File: src/rtl/key_streamer_pkg.sv
// key_streamer_pkg: shared definitions for the key memory subsystem.
// Holds the key-streamer state encoding, default key length and ROM
// address width, word/byte widths, and small state classification helpers.
package key_streamer_pkg;

  // Default number of 16-bit key words streamed per request.
  localparam int unsigned KS_KEY_WORDS_DFLT = 10;
  // Default MSB of the key ROM word address bus.
  localparam int unsigned KS_ADDR_MSB_DFLT  = 4;

  localparam int unsigned KS_WORD_W = 16;
  localparam int unsigned KS_BYTE_W = 8;

  typedef enum logic [2:0] {
    KS_IDLE    = 3'd0,
    KS_REQ     = 3'd1,
    KS_CAPT    = 3'd2,
    KS_SEND_HI = 3'd3,
    KS_SEND_LO = 3'd4,
    KS_DONE    = 3'd5
  } ks_state_e;

  // States in which a byte is presented to the consumer.
  function automatic logic ks_is_send(input ks_state_e s);
    return (s == KS_SEND_HI) || (s == KS_SEND_LO);
  endfunction

  // States in which dropping key_en terminates the transfer.
  function automatic logic ks_is_abortable(input ks_state_e s);
    return (s == KS_REQ) || (s == KS_CAPT) || ks_is_send(s);
  endfunction

endpackage

File: src/rtl/key_streamer.sv
// key_streamer: on a start request, reads KEY_WORDS 16-bit words from the
// key ROM and streams them as bytes (high byte first) over a valid/ready
// interface. Dropping key_en mid-transfer aborts the stream.
//
// Ports:
//   mclk, puc_rst         clock, synchronous active-high reset
//   start, key_en         stream request, key access permission
//   rom_addr/rom_cen/rom_dout  key ROM word address, active-low enable, data
//   kout_data/kout_valid/kout_ready/kout_last  byte stream to consumer
//   busy, done, abort     status: not idle, stream complete, stream aborted
module key_streamer
  import key_streamer_pkg::*;
#(
  parameter int unsigned KEY_WORDS = KS_KEY_WORDS_DFLT,
  parameter int unsigned ADDR_MSB  = KS_ADDR_MSB_DFLT
) (
  input  logic                 mclk,
  input  logic                 puc_rst,
  input  logic                 start,
  input  logic                 key_en,
  output logic [ADDR_MSB:0]    rom_addr,
  output logic                 rom_cen,
  input  logic [KS_WORD_W-1:0] rom_dout,
  output logic [KS_BYTE_W-1:0] kout_data,
  output logic                 kout_valid,
  input  logic                 kout_ready,
  output logic                 kout_last,
  output logic                 busy,
  output logic                 done,
  output logic                 abort
);

  localparam int unsigned IDX_W = ADDR_MSB + 1;
  localparam logic [IDX_W-1:0] IDX_LAST = IDX_W'(KEY_WORDS - 1);

  ks_state_e            state_q, state_d;
  logic [IDX_W-1:0]     idx_q, idx_d;
  logic [KS_WORD_W-1:0] word_q, word_d;

  logic [IDX_W-1:0]     rom_addr_q, rom_addr_d;
  logic                 rom_cen_q, rom_cen_d;
  logic [KS_BYTE_W-1:0] kout_data_q, kout_data_d;
  logic                 kout_valid_q, kout_valid_d;
  logic                 kout_last_q, kout_last_d;
  logic                 busy_q, busy_d;
  logic                 done_q, done_d;
  logic                 abort_q, abort_d;

  // Next state, word index and captured word.
  always_comb begin
    state_d = state_q;
    idx_d   = idx_q;
    word_d  = word_q;
    abort_d = 1'b0;

    case (state_q)
      KS_IDLE: begin
        if (start && key_en) begin
          state_d = KS_REQ;
          idx_d   = '0;
        end
      end
      KS_REQ: begin
        state_d = KS_CAPT;
      end
      KS_CAPT: begin
        word_d  = rom_dout;
        state_d = KS_SEND_HI;
      end
      KS_SEND_HI: begin
        if (kout_ready) begin
          state_d = KS_SEND_LO;
        end
      end
      KS_SEND_LO: begin
        if (kout_ready) begin
          if (idx_q == IDX_LAST) begin
            state_d = KS_DONE;
            word_d  = '0;
          end else begin
            state_d = KS_REQ;
            idx_d   = idx_q + IDX_W'(1);
          end
        end
      end
      KS_DONE: begin
        state_d = KS_IDLE;
        idx_d   = '0;
        word_d  = '0;
      end
      default: begin
        state_d = KS_IDLE;
        idx_d   = '0;
        word_d  = '0;
      end
    endcase

    // Losing key access overrides any handshake; the presented byte is dropped.
    if (ks_is_abortable(state_q) && !key_en) begin
      state_d = KS_IDLE;
      idx_d   = '0;
      word_d  = '0;
      abort_d = 1'b1;
    end
  end

  // Outputs decoded from the next state so they register with it.
  always_comb begin
    rom_cen_d    = (state_d != KS_REQ);
    rom_addr_d   = (state_d == KS_IDLE) ? '0 : idx_d;
    kout_valid_d = ks_is_send(state_d);
    kout_last_d  = (state_d == KS_SEND_LO) && (idx_d == IDX_LAST);
    busy_d       = (state_d != KS_IDLE);
    done_d       = (state_d == KS_DONE);

    case (state_d)
      KS_SEND_HI: kout_data_d = word_d[KS_WORD_W-1:KS_BYTE_W];
      KS_SEND_LO: kout_data_d = word_d[KS_BYTE_W-1:0];
      default:    kout_data_d = '0;
    endcase
  end

  // State and registered outputs; reset wins over every input.
  always_ff @(posedge mclk) begin
    if (puc_rst) begin
      state_q      <= KS_IDLE;
      idx_q        <= '0;
      word_q       <= '0;
      rom_addr_q   <= '0;
      rom_cen_q    <= 1'b1;
      kout_data_q  <= '0;
      kout_valid_q <= 1'b0;
      kout_last_q  <= 1'b0;
      busy_q       <= 1'b0;
      done_q       <= 1'b0;
      abort_q      <= 1'b0;
    end else begin
      state_q      <= state_d;
      idx_q        <= idx_d;
      word_q       <= word_d;
      rom_addr_q   <= rom_addr_d;
      rom_cen_q    <= rom_cen_d;
      kout_data_q  <= kout_data_d;
      kout_valid_q <= kout_valid_d;
      kout_last_q  <= kout_last_d;
      busy_q       <= busy_d;
      done_q       <= done_d;
      abort_q      <= abort_d;
    end
  end

  assign rom_addr   = rom_addr_q;
  assign rom_cen    = rom_cen_q;
  assign kout_data  = kout_data_q;
  assign kout_valid = kout_valid_q;
  assign kout_last  = kout_last_q;
  assign busy       = busy_q;
  assign done       = done_q;
  assign abort      = abort_q;

endmodule

File: config.mk
export PLATFORM = sky130hd
export DESIGN_NAME = key_streamer
export DESIGN_NICKNAME = d
export VERILOG_FILES = /design/src/rtl/key_streamer_pkg.sv /design/src/rtl/key_streamer.sv
export SDC_FILE = /design/constraint.sdc
export NUM_CORES = 1
export LEC_CHECK = 0
export ABC_AREA = 0
export ABC_CLOCK_PERIOD_IN_PS = 1660
export CORE_MARGIN = 10
export CORE_UTILIZATION = 46
export DETAILED_ROUTE_END_ITERATION = 10
export PLACE_DENSITY = 0.76
export SETUP_SLACK_MARGIN = 0.02
export SYNTH_ARGS = -nofsm -noshare
export SYNTH_HDL_FRONTEND = slang
export SYNTH_SLANG_ARGS = --single-unit
File: constraint.sdc
create_clock -name mclk -period 1.66 [get_ports mclk]
set_input_delay 0.332 -clock mclk [delete_from_list [all_inputs] [get_ports mclk]]
set_output_delay 0.332 -clock mclk [all_outputs]
set_load 0.01 [all_outputs]
==> impl_metrics.toml <==
[outcome]
status = "finished with violations"
violations = "setup timing"

[setup_path]
r2r-end = "kout_data[6]$_SDFF_PP0_"
cp-end-kind = "register"
startpoint = "idx_q[1]$_SDFF_PP0_"
critPathMaxFanout = 7
reg2reg_from = "idx_q[1]$_SDFF_PP0_"
r2r_slack_ns = -0.07
crit_end = "kout_data[6]$_SDFF_PP0_"
crit_cells = 8
worst-path-buf-inv = 2
required_ns = 1.92
crit_slowest_cell = "dfxtp_2"
r2r_cells = 8
critical-path-top-delay-family = "compound AO/OA/AOI/OAI gates"
arrival_ns = 1.99
critPathLaunchType = "register"
slowest_delay_ns = 0.34
crit_chain = "inv_2, ha_4, and4bb_2, a21oi_4, clkbuf_16, a22oi_2, o21ai_1, a22o_1"
critPathKind = "register to register"

[routing]
firstDrtPassIters = 4
vias = 1982
wl_met1_mm = 2.46
routed_wl_mm = 6.15
ant_nets = 0
drc = 0
wl_per_cell_um = 17.8
highest_layer = "met4"
drtIter0Drc = 196
wl_met3_um = 430
met2_length_mm = 3.08
via_per_inst = 5.73

[clock_network]
clk_pin_slew_ns = 0.09
clock-sinks = 43
clock_path_buffers = 2
ctsHtreeMaxLevel = 2
cts_buffers = 5
cts_tree = "done"
cts.root.buffer_cell = "clkbuf_8"
clock_latency_ns = 0.31

[sta]
fin_skew_ns = 0.0127
max_freq_mhz = 578
finalSetupViolCount = 22
hold_violations = 0
final_max_slew_viol_count = 0
setup_ws_ns = -0.0694
fin_crit_sh = 1.04
layout_min_cycle_time_ns = 1.73
maxSlewHeadroom = 0.816
tightest_slew_ns = 0.275
holdWs_ns = 0.380
finalSetupTns_ns = -0.739
rsz0062_at_grt = "yes"

[pwr]
p_leak_nw = 1.17
combPwrFrac = 0.264
p_sw_frac = 0.298
seqPwrFrac = 0.470
power.internal_mw = 1.83
power.switching_uw = 779
ir_drop_mv = 0.478
powerDensity_mw_per_mm2 = 852
p_total_mw = 2.61
clkPwrFrac = 0.267

[global_routing]
grt_max_degree = 21
antenna_found_initial = 0
first_global_vias = 1916
grt_overflow = 0
grt_pass1_wl_mm = 9.47
track_usage = 0.158

[logic_synthesis]
synth.largest_area_cell = "dfxtp_1"
synth_area_leaders = "dfxtp_1, a22oi_1, nor2b_1"
netlist_area_sq_mm = 0.00196
synth_cell_type_count = 49
synthDominantCellAreaShare = 0.440
syn_inst = 219
yosys_warnings = 0
syn-num-nets = 242
syn_area_per_cell_sq_um = 8.94
yosysSeqAreaShare = 0.440
synth_seq_cells = 43

[die]
initial_core_util = 0.483
num_rows = 23
fp.dieH_um = 85.2
die_w_um = 85.2
pin_count = 40
coreArea_sq_mm = 0.00406
dieArea_sq_mm = 0.00727

[placement]
io_buffers = 39
place_ws_ns = -0.473
dp_hpwl_mm = 3.62
gp_congestion = 0.893

[hold_path]
hold_start = "key_en"
hold_path.class = "input port to register"

[final_layout]
drive_gt1_frac = 0.385
final_nets = 318
antennaDiodeCount = 0
area_delta_synth_final_pct = 56.7
fillers = 271

[flow_run]
cap_violations = 0
-- synthesized netlist by cell type, drive strengths merged --
library cell  number
and4               1
a2bb2oi            1
a211oi             3
a31oi              1
a31o               1
a32o               1
nand2b             2
buf               11
or3b               1
nor2b             17
a32oi              1
clkbuf             5
a22oi             16
and4b              1
nor4b              3
ha                 2
o32ai              1
a41oi              1
dfxtp             43
nand4              2
inv                5
nand3              4
o2bb2ai            1
nand2             24
xnor2              2
nor3               4
nor4               1
and3               1
o21ai             18
a21oi              8
o21bai             3
nor2              19
xor2               1
nand4bb            1
or2                1
nor3b              1
a2111oi            1
a21o               1
and4bb             1
a22o               8
-- power by group through the flow --
stage | logic (mW) | clock network [mW] | registers (mW)
after floorplan | 0.355 | 0 | 1.22
after global placement | 0.507 | 0 | 1.22
after detailed placement | 0.519 | 0 | 1.23
after CTS | 0.560 | 0.706 | 1.21
after global routing | 0.751 | 0.764 | 1.24
final | 0.689 | 0.697 | 1.23
-- area by class of cell --
| type | instances | area (sq um) | share of cell area |
|---|---|---|---|
| inverters | 5 | 18.8 | 0.00612 |
| clock buffers | 5 | 68.8 | 0.0224 |
| clock inverters | 3 | 23.8 | 0.00775 |
| repair buffers | 84 | 798 | 0.260 |
| multi-input cells | 156 | 1230 | 0.400 |
| flip-flops and latches | 43 | 868 | 0.283 |
| well taps | 50 | 62.6 | 0.0204 |
-- logic make-up after synthesis --
| group | count (synthesis) | share of synthesized area |
|---|---|---|
| XOR/XNOR | 3 | 0.0134 |
| buffers and inverters | 21 | 0.0562 |
| AND/OR/NAND/NOR | 84 | 0.233 |
| AO/OA/AOI/OAI | 66 | 0.245 |
| flip-flops | 43 | 0.440 |
| adder cells (fa/ha/maj) | 2 | 0.0128 |
-- layout by cell type, fill, tap and decap left out, drive strengths merged, types with 4 or more instances in the layout --
cell type / instances
dfxtp: 43
nand3: 4
clkdlybuf4s50: 36
o21ai: 18
inv: 6
nand2: 24
nor2b: 17
nor3: 4
a22oi: 16
a21oi: 8
clkbuf: 7
a22o: 8
buf: 44
nor2: 20
-- per-stage QoR --
step,utilization,cell area (sq um),cells
after global routing,0.756,3070,346
after floorplan,-,1970,219
final,0.756,3070,346
after detailed placement,0.646,2620,328
after global placement,0.646,2620,328
after CTS,0.710,2880,344
-- timing repair --
item / 4_1_cts / 5_1_grt
gates resized for setup: 31 / 42
endpoints found under the setup margin: 37 / 35
hold buffers: 0 / 0
gates cloned: 0 / 2
pin swaps: 12 / 33
buffers inserted: 8 / 1
-- registers in the layout, summed over array words and instances (netlist names), 3 cells and up --
| register | flops |
|---|---|
| word_q | 16 |
| kout_data | 8 |
| idx_q | 5 |
| rom_addr | 5 |
| state_q | 3 |
-- routing by layer --
layer,up-vias,GRT usage
li1,943,-
met1,945,0.188
met2,75,0.262
met3,19,0.0440
met4,0,0.0614
met5,-,0
-- how the worst min path moves through the flow --
stage	end	slack [ns]	cells after the start
after detailed placement	word_q[11]$_SDFF_PP0_	0.58	3
final	abort$_SDFF_PP0_	0.38	2
after floorplan	idx_q[4]$_SDFF_PP0_	0.54	2
after global routing	abort$_SDFF_PP0_	0.41	2
after global placement	word_q[6]$_SDFF_PP0_	0.57	3
after CTS	rom_cen$_SDFF_PP1_	0.58	3
(Power assumes the default switching activity.)
